==> src/rtl/piso_pkg.sv <==
// Shared types and sizing for the PISO scan controller.
// Latency: n/a (declarations only).
// Backpressure: n/a.
package piso_pkg;

  // Width of one 74HC165-style parallel-in/serial-out device.
  localparam int PISO_W = 8;

  typedef enum logic [2:0] {
    IDLE,
    LOAD,
    LOW,
    HIGH,
    DONE
  } state_e;

  // Bits captured per scan for a chain of chain_len devices.
  function automatic int scan_bits(input int chain_len);
    return PISO_W * chain_len;
  endfunction

endpackage

==> src/rtl/piso_phase_timer.sv <==
// Phase timer: counts CLK_DIV cycles per controller phase and flags the last one.
// Latency: last is combinational from the count register; a clear restarts at 0 next cycle.
// Backpressure: none; en low or clr high holds the count at 0.
//
// Ports: clk/rst_n (sync, active-low), en (timed phase active),
//        clr (phase changes this cycle), last (final cycle of the phase).
module piso_phase_timer #(
  parameter int CLK_DIV = 2
) (
  input  logic clk,
  input  logic rst_n,
  input  logic en,
  input  logic clr,
  output logic last
);

  logic [7:0] cnt_q;
  logic [7:0] cnt_d;

  assign last = en && (cnt_q == 8'(CLK_DIV - 1));

  always_comb begin
    cnt_d = cnt_q;
    if (clr || !en) begin
      cnt_d = '0;
    end else if (!last) begin
      // Saturate on the last cycle; the phase change clears it anyway.
      cnt_d = cnt_q + 8'd1;
    end
  end

  always_ff @(posedge clk) begin
    if (!rst_n) begin
      cnt_q <= '0;
    end else begin
      cnt_q <= cnt_d;
    end
  end

endmodule

==> src/rtl/piso_scan_ctrl.sv <==
// PISO scan controller: loads a cascaded 8-bit PISO chain, clocks it out and deserialises QH.
// Latency: START accepted at edge k -> VALID in cycle k+1+2*N*CLK_DIV.
// Backpressure: none; START is ignored while busy, CONT chains scans back to back.
//
// Ports: CLK/RST_N (sync, active-low); START, CONT requests; QH serial input;
//        SH_LD, CLK_INH, SR_CLK drive the chain; DOUT/VALID captured word; BUSY scan active.
module piso_scan_ctrl
  import piso_pkg::*;
#(
  parameter int CHAIN_LEN = 1,
  parameter int CLK_DIV   = 2
) (
  input  logic                          CLK,
  input  logic                          RST_N,
  input  logic                          START,
  input  logic                          CONT,
  input  logic                          QH,
  output logic                          SH_LD,
  output logic                          CLK_INH,
  output logic                          SR_CLK,
  output logic [PISO_W*CHAIN_LEN-1:0]   DOUT,
  output logic                          VALID,
  output logic                          BUSY
);

  localparam int N  = scan_bits(CHAIN_LEN);
  localparam int BW = $clog2(N + 1);

  state_e          state_q, state_d;
  logic [N-1:0]    sr_q, sr_d;
  logic [N-1:0]    dout_q, dout_d;
  logic [BW-1:0]   bit_cnt_q, bit_cnt_d;
  logic            sh_ld_q, sh_ld_d;
  logic            clk_inh_q, clk_inh_d;
  logic            sr_clk_q, sr_clk_d;
  logic            valid_q, valid_d;
  logic            busy_q, busy_d;

  logic            timer_en;
  logic            phase_clr;
  logic            phase_last;

  assign timer_en  = (state_q == LOAD) || (state_q == LOW) || (state_q == HIGH);
  assign phase_clr = (state_d != state_q);

  piso_phase_timer #(
    .CLK_DIV (CLK_DIV)
  ) u_timer (
    .clk   (CLK),
    .rst_n (RST_N),
    .en    (timer_en),
    .clr   (phase_clr),
    .last  (phase_last)
  );

  always_comb begin
    state_d   = state_q;
    sr_d      = sr_q;
    bit_cnt_d = bit_cnt_q;
    dout_d    = dout_q;

    case (state_q)
      IDLE: begin
        if (START) state_d = LOAD;
      end
      LOAD: begin
        bit_cnt_d = '0;
        if (phase_last) state_d = LOW;
      end
      LOW: begin
        // Sample at the end of the low phase so QH has had CLK_DIV cycles to settle.
        if (phase_last) begin
          sr_d      = {sr_q[N-2:0], QH};
          bit_cnt_d = bit_cnt_q + BW'(1);
          state_d   = (bit_cnt_q == BW'(N - 1)) ? DONE : HIGH;
        end
      end
      HIGH: begin
        if (phase_last) state_d = LOW;
      end
      DONE: begin
        state_d = CONT ? LOAD : IDLE;
      end
      default: begin
        state_d = IDLE;
      end
    endcase

    // Outputs are registered from the next state, so each pin matches the state it is in
    // without a decode stage after the flops.
    sh_ld_d   = (state_d != LOAD);
    clk_inh_d = !((state_d == LOW) || (state_d == HIGH));
    sr_clk_d  = (state_d == HIGH);
    busy_d    = (state_d != IDLE);
    valid_d   = (state_d == DONE);
    if (state_d == DONE) dout_d = sr_d;
  end

  always_ff @(posedge CLK) begin
    if (!RST_N) begin
      state_q   <= IDLE;
      sr_q      <= '0;
      dout_q    <= '0;
      bit_cnt_q <= '0;
      sh_ld_q   <= 1'b1;
      clk_inh_q <= 1'b1;
      sr_clk_q  <= 1'b0;
      valid_q   <= 1'b0;
      busy_q    <= 1'b0;
    end else begin
      state_q   <= state_d;
      sr_q      <= sr_d;
      dout_q    <= dout_d;
      bit_cnt_q <= bit_cnt_d;
      sh_ld_q   <= sh_ld_d;
      clk_inh_q <= clk_inh_d;
      sr_clk_q  <= sr_clk_d;
      valid_q   <= valid_d;
      busy_q    <= busy_d;
    end
  end

  assign SH_LD   = sh_ld_q;
  assign CLK_INH = clk_inh_q;
  assign SR_CLK  = sr_clk_q;
  assign DOUT    = dout_q;
  assign VALID   = valid_q;
  assign BUSY    = busy_q;

endmodule

==> config.mk <==
export PLATFORM = sky130hd
export DESIGN_NAME = piso_scan_ctrl
export DESIGN_NICKNAME = d
export VERILOG_FILES = /design/src/rtl/piso_pkg.sv /design/src/rtl/piso_phase_timer.sv /design/src/rtl/piso_scan_ctrl.sv
export SDC_FILE = /design/constraint.sdc
export NUM_CORES = 1
export LEC_CHECK = 0
export CORE_ASPECT_RATIO = 0.5
export CORE_MARGIN = 1.5
export CORE_UTILIZATION = 35
export DETAILED_ROUTE_END_ITERATION = 10
export DONT_BUFFER_PORTS = 1
export PLACE_DENSITY_LB_ADDON = 0.3
export SYNTH_ARGS = -nofsm -noshare
export SYNTH_HDL_FRONTEND = slang
export SYNTH_SLANG_ARGS = --single-unit
==> constraint.sdc <==
create_clock -name CLK -period 2.5 [get_ports CLK]
set_input_delay 0.5 -clock CLK [delete_from_list [all_inputs] [get_ports CLK]]
set_output_delay 0.5 -clock CLK [all_outputs]
set_load 0.02 [all_outputs]
Yosys cells after proc, flatten, opt, wreduce, memory -nomap -nowiden
Index checks and enable logic that the tools add are counted.
{"block": "word_totals", "register_bits": 36, "in_bits": 5, "output_inout_bits": 13}
{"block": "op_classes", "n_addsub": 2, "bitwise": 1, "n_reduce_logical": 13, "eq_ne": 12, "n_mux": 10}
{"op": "two-way mux 8 bit", "n": 2}
{"op": "equality test 3 x 2 -> 1 bit, second input constant", "n": 4}
{"op": "two-way mux 3 bit", "n": 4}
{"op": "one-hot mux 3 bit (4 select lines)", "n": 1}
{"op": "adder 8 x 1 -> 8 bit, second input constant", "n": 1}
{"op": "equality test 8 x 1 -> 1 bit, second input constant", "n": 1}
{"op": "one-hot mux 4 bit (2 select lines)", "n": 1}
{"op": "equality test 3 bit, second input constant", "n": 2}
{"op": "adder 4 x 1 -> 4 bit, second input constant", "n": 1}
{"op": "equality test 4 x 3 -> 1 bit, second input constant", "n": 1}
{"op": "logical OR 1 bit", "n": 4}
{"op": "two-way mux 4 bit", "n": 1}
{"op": "OR reduction 2 bit", "n": 2}
{"op": "equality test 3 x 1 -> 1 bit, second input constant", "n": 1}
{"op": "logical NOT 3 bit", "n": 1}
{"op": "!= test 3 x 1 -> 1 bit, second input constant", "n": 1}
{"op": "!= test 3 bit", "n": 1}
{"op": "nonzero test 3 bit", "n": 1}
{"op": "logical NOT 1 bit", "n": 2}
{"op": "!= test 2 bit, second input constant", "n": 1}
{"op": "AND reduction 2 bit", "n": 1}
{"op": "nonzero test 2 bit", "n": 1}
{"op": "logical AND 1 bit", "n": 1}
{"op": "two-way mux 1 bit", "n": 1}
{"op": "NOT 1 bit", "n": 1}

Logic depth before layout (Yosys ltp)
Gate-level depths: netlist of run 1.
{"block": "logic_depth", "depth_word": 9, "depth_mapped": 7, "mapped_depth_nobuf": 6}

By module
From an unflattened synthesis of run 1, not the netlist that was laid out.
{"block": "hier_totals", "hier_cells": 184, "area_unflattened_um2": 1667.8}
{"mod": "piso_scan_ctrl", "cells_each": 140, "area_per_inst_um2": 1276.2, "n_inst": 1}
{"mod": "piso_phase_timer", "cells_each": 44, "area_per_inst_um2": 391.6, "n_inst": 1}

Least setup slack after synthesis of run 1
OpenSTA, ideal clock, no wires.
{"block": "synth_timing", "path_type": "flip-flop to flip-flop", "from": "register u_timer.cnt_q[0]", "to": "register dout_q[0], in the netlist DOUT[0]", "path_buffers": 1, "path_slack_ns": 0.508, "path_stages_with_launch": 7, "required_time_ns": 2.372, "arrival_time_ns": 1.865, "setup_ns": 0.128, "path_cell_list": "dfxtp_1 > ha_1 > or4b_4 > or4b_1 > buf_6 > mux2i_1 > nor2_1"}
{"block": "synth_via", "elab_chain_cells": 5, "elab_cells_between_ends": 8}
{"element": "start: declaration", "line_no": "piso_phase_timer.sv:17", "text": "logic [7:0] cnt_q;"}
{"element": "start signal: assignment", "line_no": "piso_phase_timer.sv:36", "text": "cnt_q <= cnt_d;"}
{"element": "equality test 8 x 1 -> 1 bit *", "line_no": "piso_phase_timer.sv:20", "text": "assign last = en && (cnt_q == 8'(CLK_DIV - 1));"}
{"element": "logical AND 1 bit *", "line_no": "piso_phase_timer.sv:20"}
{"element": "two-way mux 3 bit (on tied branches)", "line_no": "piso_scan_ctrl.sv:68, piso_scan_ctrl.sv:79, piso_scan_ctrl.sv:72"}
{"element": "one-hot mux 3 bit (4 select lines)", "line_no": "piso_scan_ctrl.sv:62", "text": "case (state_q)"}
{"element": "equality test 3 bit", "line_no": "piso_scan_ctrl.sv:96", "text": "if (state_d == DONE) dout_d = sr_d;"}
{"element": "end signal: assignment", "line_no": "piso_scan_ctrl.sv:113", "text": "dout_q <= dout_d;"}
{"element": "end: declaration", "line_no": "piso_scan_ctrl.sv:31", "text": "logic [N-1:0] dout_q, dout_d;"}
Every way passes the cells marked *; elsewhere a longest branch is shown, timed or not.
A chain may end at the register's enable or synchronous reset.

Final worst setup path of run 1
{"block": "layout_timing", "from": "register u_timer.cnt_q[0]", "to": "register dout_q[4], in the netlist DOUT[4]"}
The elaborated chain is that of the path after synthesis.

==> results of run 1 <==
==> per-stage QoR <==
| stage | utilization, % | setup slack [ns] | power, µW | instances |
|---|---|---|---|---|
| detailed placement | 40.7 | 0.386 | 635 | 193 |
| floorplan | - | 0.508 | 622 | 140 |
| CTS | 43.8 | 0.372 | 1130 | 201 |
| global route | 43.8 | 0.260 | 1160 | 201 |
| finish | 43.8 | 0.368 | 1120 | 201 |
| global placement | 40.7 | 0.406 | 634 | 193 |
==> worst max path at each step <==
stage / start / end / slack, ns / cells after the start
6_report: u_timer.cnt_q[0]$_SDFFE_PP0P_ / DOUT[4]$_SDFFE_PN0P_ / 0.37 / 6
5_1_grt: u_timer.cnt_q[0]$_SDFFE_PP0P_ / DOUT[3]$_SDFFE_PN0P_ / 0.26 / 6
4_1_cts: u_timer.cnt_q[0]$_SDFFE_PP0P_ / DOUT[4]$_SDFFE_PN0P_ / 0.37 / 6
3_5_place_dp: u_timer.cnt_q[0]$_SDFFE_PP0P_ / DOUT[4]$_SDFFE_PN0P_ / 0.39 / 6
3_3_place_gp: u_timer.cnt_q[0]$_SDFFE_PP0P_ / DOUT[4]$_SDFFE_PN0P_ / 0.41 / 6
2_1_floorplan: u_timer.cnt_q[0]$_SDFFE_PP0P_ / DOUT[0]$_SDFFE_PN0P_ / 0.51 / 6
==> power breakdown <==
part	internal (µW)	switching, µW	total (µW)
sequential	566	12.7	578
clock	297	203	500
combinational	18.9	24.2	43.1
==> state kept, by name, summed over array words and instances, names as in the netlist <==
register       count
SH_LD              1
BUSY               1
DOUT               8
state_q            3
bit_cnt_q          4
CLK_INH            1
VALID              1
SR_CLK             1
u_timer.cnt_q      8
sr_q               7
==> Yosys cell counts, drive strengths merged <==
library cell / count
and3: 3
nor3b: 2
xnor2: 1
nor4b: 1
dfxtp: 35
o211ai: 1
o31ai: 1
a21o: 1
or3b: 1
o21bai: 1
mux2i: 17
ha: 3
nand3: 7
inv: 2
clkbuf: 2
or3: 2
or2: 1
mux2: 1
nor2b: 2
nand4: 3
nor2: 29
nor3: 3
or4b: 2
nand3b: 1
o21ai: 1
and2: 1
xor2: 7
buf: 2
nand2: 6
a21oi: 1
==> layout by cell type (no fill, tap or decap), types with 2 or more instances in the layout <==
cell type | synthesis | layout
clkbuf_8 | 0 | 5
or3_1 | 2 | 2
xor2_1 | 7 | 7
inv_1 | 2 | 2
nand3_1 | 7 | 7
and3_1 | 3 | 3
nor3b_1 | 2 | 2
ha_1 | 3 | 3
buf_4 | 0 | 6
nor3_1 | 3 | 3
mux2i_1 | 17 | 17
dfxtp_1 | 35 | 35
nor2b_1 | 2 | 2
nand2_1 | 6 | 6
nand4_1 | 3 | 3
nor2_1 | 29 | 29
==> final cells by class <==
| class | count | area (µm²) | share of cell area, % |
|---|---|---|---|
| repair buffers | 6 | 45.0 | 2.85 |
| clock inverters | 3 | 43.8 | 2.77 |
| well taps | 51 | 63.8 | 4.04 |
| clock buffers | 5 | 68.8 | 4.36 |
| multi-input cells | 99 | 649 | 41.1 |
| inverters | 2 | 7.51 | 0.475 |
| flip-flops and latches | 35 | 701 | 44.4 |
==> logic make-up (layout without fill, tap and decap cells) <==
kind of cell / Yosys count / count (layout)
adder cells (fa/ha/maj): 3 / 3
AO/OA/AOI/OAI: 6 / 6
buffers and inverters: 6 / 16
AND/OR/NAND/NOR: 64 / 64
XOR/XNOR: 8 / 8
flip-flops: 35 / 35
multiplexers: 18 / 18
==> routing by layer <==
metal	GRT usage [%]	vias to the layer above
met5	0	-
met4	4.62	0
met3	4.13	2
met2	19.3	14
met1	15.5	433
li1	-	499
==> results.md, run 1 <==
- Htree depth: 2
- DR WL/cell: 11.9 µm
- Synth Area in Compound Gates: ~2.9%
- Hold slack: 0.299 ns
- Cell Area, Placed: 1470 µm²
- FP Rows: 15
- Met1 WL: 1230 µm
- Adder-Cell Fraction of Synth Area: 2.72%
- I/O pins: 18
- Final antenna-violating net count: 0
- CTS tree: yes
- HP Class: input pin to flop
- Met2 Wirelength: 1070 µm
- Crit path buf inv count: 1
- Met3 Routed Length: 91 µm
- Post-synthesis mux area share: 13.1%
- Die width: 91.8 µm
- Clock buffer depth: 2
- Clock latency on the worst-skew pair: approximately 0.28 ns
- Sink Count: 35
- Die Y-Extent: 47.4 µm
- R2R depth: 6
- Fmax: about 470 MHz
- Initial Util: 38.3%
- Simple-gate share of the synthesized area: 23.2%
- Reg2Reg Setup Slack: 0.37 ns
- DR DRC count: 0
- Synth cell types: 32
- Root buffer cell: clkbuf_8
- Dpl hpwl: between 1500 and 2000 µm
- Worst endpoint data arrival time: 2.31 ns
- YS warnings: 0
- Hold path depth: 1
- GP Congestion: slightly below 0.8
- Mapped Cells: 140
- Hold EP: SH_LD$_SDFF_PN1_
- CP max stage delay: 0.52 ns
- Worst reg2reg startpoint: u_timer.cnt_q[0]$_SDFFE_PP0P_
- DRT Pass-1 Iters: 4
- Register area share after synthesis: about 50%
- Nets: 157
- Largest net degree at the start of global routing: 22
- Crit end category: flop
- Fin crit share: 85.3%
- Area contributors post-synth: dfxtp_1 (51%), mux2i_1 (12%), nor2_1 (7.9%)
- Clock-pin slew on the worst setup and hold paths: 0.08 ns
- Share of cells above drive strength 1: 11.3%
- Delay-heaviest family, CP: simple AND/OR/NAND/NOR gates
- DIE AREA: 4360 µm²
- Crit path launch type: flop
- Largest family of logic cells by synthesized area: simple AND/OR/NAND/NOR gates
- Final setup viols: 0
- Reg2reg end: DOUT[4]$_SDFFE_PN0P_
- RSZ-0062 raised after global routing: false
- Final hold violations: 0
- Tot GR Track Use: about an eighth
- I/O Buffers: 0
- Pwr/cell area: 710 nW/µm²
- XOR/XNOR Fraction of Synth Area: between 5 and 6%
- Cell Area, Synth: 1380 µm²
- Synth top area share: 50.7%
- Setup bufs post-CTS: 0
- Maxcap violations: 0
- Syn_nets: between 100 and 150
- Critical path peak fanout: 10
- First-pass GRT wire length: 4040 µm
- Critical path class: flop to flop
- Cell type with the largest total area after synthesis: dfxtp_1
- Hold-fix buffers, CTS: 0
- Vias per cell: 4.72
- Status: finished, final reports clean
- CP required: 2.68 ns
- Yosys reg bits: 35
- Number of global-route vias before repair: slightly below 900
- Critical path's slowest cell: or4b_1
- Leakage power: 0.000711 µW
- Max Used Layer: met4
- Grt ovf: 0
- Final min period: ~2.1 ns
- Slew @ Worst Pin: 0.331 ns
- Min-delay src: RST_N
- Crit path cell chain: ha_1, or4b_4, or4b_1, buf_4, mux2i_1, nor2_1
- Setup_tns: 0 ns
- Fin area: 1580 µm²
- Via count: 948
- Routed WL: approximately 2400 µm
- CTS Buf Count: 5
- Final Skew: 0.0110 ns
- Core area: 3600 µm²
- Slew Viols, Final: 0
- Layout area overhead: 14.3%
- Initial DRC count: 75
- Initial antenna violation count: 0
- Syn_area_per_cell: 9.87 µm²
- Layout fillers: approximately 360
- Peak supply drop: around 300 µV
- Slew headroom: 77.9%
- Post-CTS sizing: 0
- Antenna diode count: 0
(Power assumes the default switching activity.)
==> run 2: changes to the inputs <==
==> constraint.sdc (replaced) <==
create_clock -name CLK -period 2.6 [get_ports CLK]
set_input_delay 0.52 -clock CLK [delete_from_list [all_inputs] [get_ports CLK]]
set_output_delay 0.52 -clock CLK [all_outputs]
set_load 0.02 [all_outputs]
==> results.md, run 2 (synthesis gave the netlist of run 1 again) <==
- Slew Viols, Final: 0 (unchanged)
- Antenna diode count: 0 (unchanged)
- Final min period: 2.31 ns (was 2.13 ns)
- Fmax: 432 MHz (was 469 MHz)
- GP Congestion: 0.791 (was 0.788)
- Fin crit share: 89.0% (was 85.3%)
- Core area: 3600 µm² (unchanged)
- I/O Buffers: 0 (unchanged)
- Via count: 974 (was 948)
- Hold EP: SH_LD$_SDFF_PN1_ (unchanged)
- Commonest non-fill, non-tap cell in the layout: dfxtp_1 (unchanged)
- Number of global-route vias before repair: 849 (was 865)
- Sw frac: 22.0% (was 21.4%)
- Initial DRC count: 54 (was 75)
- Grt ovf: 0 (unchanged)
- Worst endpoint data arrival time: 2.48 ns (was 2.31 ns)
- Sink Count: 35 (unchanged)
- DIE AREA: 4360 µm² (unchanged)
- Final antenna-violating net count: 0 (unchanged)
- Crit path launch type: flop (unchanged)
- CP max stage delay: 0.81 ns (was 0.52 ns)
- Pwr/cell area: 662 nW/µm² (was 710 nW/µm²)
- Clock latency on the worst-skew pair: 0.28 ns (about the same)
- CTS tree: yes (unchanged)
- CP required: 2.77 ns (was 2.68 ns)
- First-pass GRT wire length: 3940 µm (was 4040 µm)
- Crit path cell chain: ha_1, or4b_4, or4b_1, nand2_1, nor3b_1 (was ha_1, or4b_4, or4b_1, buf_4, mux2i_1, nor2_1)
- Initial Util: 38.3% (unchanged)
- Clock group share of total power: 41.9% (was 44.6%)
- Dpl cells: 191 (was 193)
- Critical path peak fanout: 10 (unchanged)
- Crit end category: flop (unchanged)
- Logic pwr share: 4.0% (was 3.8%)
- Setup_tns: 0 ns (unchanged)
- Leakage power: 0.000695 µW (was 0.000711 µW)
- Worst reg2reg startpoint: u_timer.cnt_q[0]$_SDFFE_PP0P_ (unchanged)
- R2R depth: 5 (was 6)
- Sequential power share: 54.0% (was 51.6%)
- Delay-heaviest family, CP: simple AND/OR/NAND/NOR gates (unchanged)
- Layout area overhead: 12.6% (was 14.3%)
- Final Skew: 0.00900 ns (was 0.0110 ns)
- Htree depth: 2 (unchanged)
- Final hold violations: 0 (unchanged)
- Root buffer cell: clkbuf_8 (unchanged)
- Clock buffer depth: 2 (unchanged)
- DRT Pass-1 Iters: 4 (unchanged)
- Dpl hpwl: 1690 µm (was 1640 µm)
- Most frequent cells in the layout: dfxtp_1 (35), nor2_1 (29), mux2i_1 (17) (unchanged)
- Min-delay src: RST_N (unchanged)
- Largest net degree at the start of global routing: 22 (unchanged)
- Crit path buf inv count: 0 (was 1)
- CTS Buf Count: 5 (unchanged)
- Die width: 91.8 µm (unchanged)
- Final setup viols: 0 (unchanged)
- Hold-fix buffers, CTS: 0 (unchanged)
- Routed WL: 2410 µm (was 2390 µm)
- Status: finished, final reports clean (unchanged)
- FP Rows: 15 (unchanged)
- Slew headroom: 57.8% (was 77.9%)
- DR WL/cell: 12.1 µm (was 11.9 µm)
- Vias per cell: 4.89 (was 4.72)
- Share of cells above drive strength 1: 10.1% (was 11.3%)
- Reg2Reg Setup Slack: 0.29 ns (was 0.37 ns)
- I/O pins: 18 (unchanged)
- Die Y-Extent: 47.4 µm (unchanged)
- Nets: 155 (was 157)
- HP Class: input pin to flop (unchanged)
- Slew @ Worst Pin: 0.631 ns (was 0.331 ns)
- Peak supply drop: 291 µV (was 301 µV)
- DR DRC count: 0 (unchanged)
- NetSw: 227 µW (was 240 µW)
- Critical path class: flop to flop (unchanged)
- Setup bufs post-CTS: 0 (unchanged)
- Post-CTS sizing: 0 (unchanged)
- RSZ-0062 raised after global routing: false (unchanged)
- Critical path's slowest cell: or4b_1 (unchanged)
- Clock-pin slew on the worst setup and hold paths: 0.07 ns (was 0.08 ns)
- Hold path depth: 1 (unchanged)
- Internal: 803 µW (was 881 µW)
- Tot GR Track Use: 12.5% (was 12.0%)
- Post-Layout Cell Count: 199 (was 201)
- Reg2reg end: SR_CLK$_SDFF_PN0_ (was DOUT[4]$_SDFFE_PN0P_)
- Maxcap violations: 0 (unchanged)
- Initial antenna violation count: 0 (unchanged)
[run 2: changes by cell type in the layout (fill, tap and decap cells not counted), sizes merged]
| cell | change |
|---|---|
| clkbuf | +2 |
| bufinv | -1 |
| clkinvlp | +1 |
| clkinv | -2 |
| buf | -2 |
[run 2: how the worst max path moves through the flow]
stage,start,end,slack (ns),cells past startpoint
5_1_grt,u_timer.cnt_q[0]$_SDFFE_PP0P_,CLK_INH$_SDFF_PN1_,0.12,5
3_5_place_dp,u_timer.cnt_q[0]$_SDFFE_PP0P_,SR_CLK$_SDFF_PN0_,0.28,5
4_1_cts,u_timer.cnt_q[0]$_SDFFE_PP0P_,SR_CLK$_SDFF_PN0_,0.26,5
3_3_place_gp,u_timer.cnt_q[0]$_SDFFE_PP0P_,DOUT[6]$_SDFFE_PN0P_,0.33,5
6_report,u_timer.cnt_q[0]$_SDFFE_PP0P_,SR_CLK$_SDFF_PN0_,0.29,5
2_1_floorplan,u_timer.cnt_q[0]$_SDFFE_PP0P_,DOUT[0]$_SDFFE_PN0P_,0.61,6
[run 2: power by group through the flow]
stage,logic [µW],clock network (µW),registers [µW]
floorplan,31.5,0,566
CTS,42.5,446,556
global placement,41.2,0,568
finish,41.7,432,556
global route,47.9,472,557
detailed placement,42.1,0,569
[run 2: per-layer routing]
layer | up-vias | part of all wire (%) | global-route usage (%)
met1 | 460 | 49 | 15.2
li1 | 494 | - | -
met5 | - | 0 | 0
met4 | 0 | 0.91 | 8.92
met2 | 17 | 45 | 19.0
met3 | 3 | 4.6 | 4.92
[run 2: per-stage QoR]
step	worst slack [ns]	total power (µW)	cell area [µm²]	hold slack, ns	utilization [%]
finish	0.287	1030	1560	0.314	43.2
global route	0.116	1080	1560	0.319	43.2
CTS	0.261	1040	1560	0.307	43.2
detailed placement	0.285	611	1450	0.496	40.3
global placement	0.335	610	1450	0.472	40.3
floorplan	0.608	598	1380	0.452	-
[run 2: final cells by class]
cell class                      instances  area, µm²
Tap cell                               51       63.8
Clock buffer                            7       96.3
Fill cell                             372       2050
Timing Repair Buffer                    4       30.0
Multi-Input combinational cell         99        649
Sequential cell                        35        701
Inverter                                2       7.51
Clock inverter                          1       7.51
==> run 3: changes to the inputs <==
--- a/config.mk
+++ b/config.mk
@@ -7,7 +7,7 @@
 export LEC_CHECK = 0
 export CORE_ASPECT_RATIO = 0.5
 export CORE_MARGIN = 1.5
-export CORE_UTILIZATION = 35
+export CORE_UTILIZATION = 30
 export DETAILED_ROUTE_END_ITERATION = 10
 export DONT_BUFFER_PORTS = 1
 export PLACE_DENSITY_LB_ADDON = 0.3
==> results.md, run 3 (synthesis gave the netlist of run 1 again) <==
- Number of global-route vias before repair: 896 (was 849)
- Fin crit share: 89.0% (about the same)
- Slew headroom: 58.4% (was 57.8%)
- CTS tree: yes (unchanged)
- GP Congestion: 0.757 (was 0.791)
- Post-CTS sizing: 0 (unchanged)
- Final Skew: 0.0119 ns (was 0.00900 ns)
- Antenna diode count: 0 (unchanged)
- Nets: 155 (unchanged)
- Most frequent cells in the layout: dfxtp_1 (35), nor2_1 (29), mux2i_1 (17) (unchanged)
- Initial antenna violation count: 0 (unchanged)
- I/O Buffers: 0 (unchanged)
- Maxcap violations: 0 (unchanged)
- Slew @ Worst Pin: 0.622 ns (was 0.631 ns)
- Met3 usage: 5.34% (was 4.92%)
- Die width: 99.0 µm (was 91.8 µm)
- Peak supply drop: 216 µV (was 291 µV)
- DR DRC count: 0 (unchanged)
- Tot GR Track Use: 10.8% (was 12.5%)
- Setup bufs post-CTS: 0 (unchanged)
- Routed WL: 2480 µm (was 2410 µm)
- Hold path depth: 1 (unchanged)
- DRT Pass-1 Iters: 4 (unchanged)
- Clock-pin slew on the worst setup and hold paths: 0.07 ns (about the same)
- Worst Setup SP: u_timer.cnt_q[0]$_SDFFE_PP0P_ (unchanged)
- Pwr/cell area: 650 nW/µm² (was 662 nW/µm²)
- Grt ovf: 0 (unchanged)
- M1 GR Usage: 13.1% (was 15.2%)
- RSZ-0062 raised after global routing: false (unchanged)
- DIE AREA: 5040 µm² (was 4360 µm²)
- CP required: 2.77 ns (about the same)
- First-pass GRT wire length: 4080 µm (was 3940 µm)
- Last element of the critical path: DOUT[1]$_SDFFE_PN0P_ (was SR_CLK$_SDFF_PN0_)
- Commonest non-fill, non-tap cell in the layout: dfxtp_1 (unchanged)
- M2 GR Usage: 16.1% (was 19.0%)
- Crit path launch type: flop (unchanged)
- Dpl hpwl: 1740 µm (was 1690 µm)
- Htree depth: 2 (unchanged)
- Critical path peak fanout: 10 (unchanged)
- DR WL/cell: 12.1 µm (about the same)
- Setup_tns: 0 ns (unchanged)
- Clock buffer depth: 2 (unchanged)
- Leakage power: 0.000692 µW (was 0.000695 µW)
- Slew Viols, Final: 0 (unchanged)
- Vias per cell: 4.61 (was 4.89)
- Fmax: 432 MHz (about the same)
- Share of cells above drive strength 1: 10.1% (unchanged)
- HP Class: input pin to flop (unchanged)
- Sink Count: 35 (unchanged)
- Reg2Reg Setup Slack: 0.29 ns (about the same)
- Final antenna-violating net count: 0 (unchanged)
- Crit end category: flop (unchanged)
- Initial DRC count: 42 (was 54)
- Cell Area, Placed: 1460 µm² (was 1450 µm²)
- FP Rows: 17 (was 15)
- Largest net degree at the start of global routing: 22 (unchanged)
- Die Y-Extent: 51.0 µm (was 47.4 µm)
- Final min period: 2.31 ns (about the same)
- Hold-fix buffers, CTS: 0 (unchanged)
- Root buffer cell: clkbuf_8 (unchanged)
- CTS Buf Count: 5 (unchanged)
- Critical path class: flop to flop (unchanged)
- Core area: 4400 µm² (was 3600 µm²)
- Reg2reg end: DOUT[1]$_SDFFE_PN0P_ (was SR_CLK$_SDFF_PN0_)
- Most Used Layer, Global Route: met2 (unchanged)
- Worst reg2reg startpoint: u_timer.cnt_q[0]$_SDFFE_PP0P_ (unchanged)
- I/O pins: 18 (unchanged)
- Fin area: 1560 µm² (about the same)
- Final hold violations: 0 (unchanged)
- Status: finished, final reports clean (unchanged)
- Layout area overhead: 12.8% (was 12.6%)
- Clock latency on the worst-skew pair: 0.29 ns (was 0.28 ns)
- Initial Util: 31.4% (was 38.3%)
- Final setup viols: 0 (unchanged)
- Worst endpoint data arrival time: 2.49 ns (was 2.48 ns)
- R2R depth: 5 (unchanged)
- Via count: 946 (was 974)
run 3: changes by cell type in the layout (fill, tap and decap cells not counted):
cell | before | now
clkbuf_8 | 7 | 6
clkinv_4 | 0 | 1
run 3: where the power goes:
part           switching [µW]  internal, µW  leakage, µW  total, µW
Sequential               12.3           544     0.000283        556
Clock                     198           216    0.0000474        414
Combinational            23.4          18.1     0.000361       41.6
Total                     234           778     0.000692       1010
run 3: critical path, stage by stage, from the launching register on:
cell and delay [ns]:
dfxtp_1 0.42, ha_1 0.18, or4b_4 0.46, or4b_1 0.82, mux2i_1 0.26, nor2_1 0.05
run 3: how the worst min path moves through the flow:
stage | to | start
floorplan | u_timer.cnt_q[0]$_SDFFE_PP0P_ | u_timer.cnt_q[0]$_SDFFE_PP0P_
global placement | u_timer.cnt_q[0]$_SDFFE_PP0P_ | u_timer.cnt_q[0]$_SDFFE_PP0P_
detailed placement | u_timer.cnt_q[0]$_SDFFE_PP0P_ | u_timer.cnt_q[0]$_SDFFE_PP0P_
CTS | SH_LD$_SDFF_PN1_ | RST_N
global route | SH_LD$_SDFF_PN1_ | RST_N
finish | SH_LD$_SDFF_PN1_ | RST_N
run 3: final cells by class:
type / instances / area [µm²]
Sequential cell: 35 / 701
Tap cell: 57 / 71.3
Multi-Input combinational cell: 99 / 649
Clock inverter: 2 / 16.3
Fill cell: 445 / 2850
Inverter: 2 / 7.51
Timing Repair Buffer: 4 / 30.0
Clock buffer: 6 / 82.6
run 3: layer usage:
| layer | routed length, µm | part of all wire (%) |
|---|---|---|
| met5 | 0 | 0 |
| met1 | 1240 | 50 |
| met3 | 122 | 4.9 |
| met2 | 1080 | 44 |
| met4 | 36 | 1.4 |
run 3: stage by stage:
stage / std cells / hold WS [ns] / setup WS [ns] / utilization, % / power [µW]
4_1_cts: 205 / 0.318 / 0.264 / 35.4 / 1030
5_1_grt: 205 / 0.318 / 0.154 / 35.4 / 1060
3_5_place_dp: 197 / 0.479 / 0.276 / 33.1 / 610
2_1_floorplan: 140 / 0.452 / 0.608 / - / 598
3_3_place_gp: 197 / 0.471 / 0.329 / 33.1 / 610
6_report: 205 / 0.321 / 0.285 / 35.4 / 1010
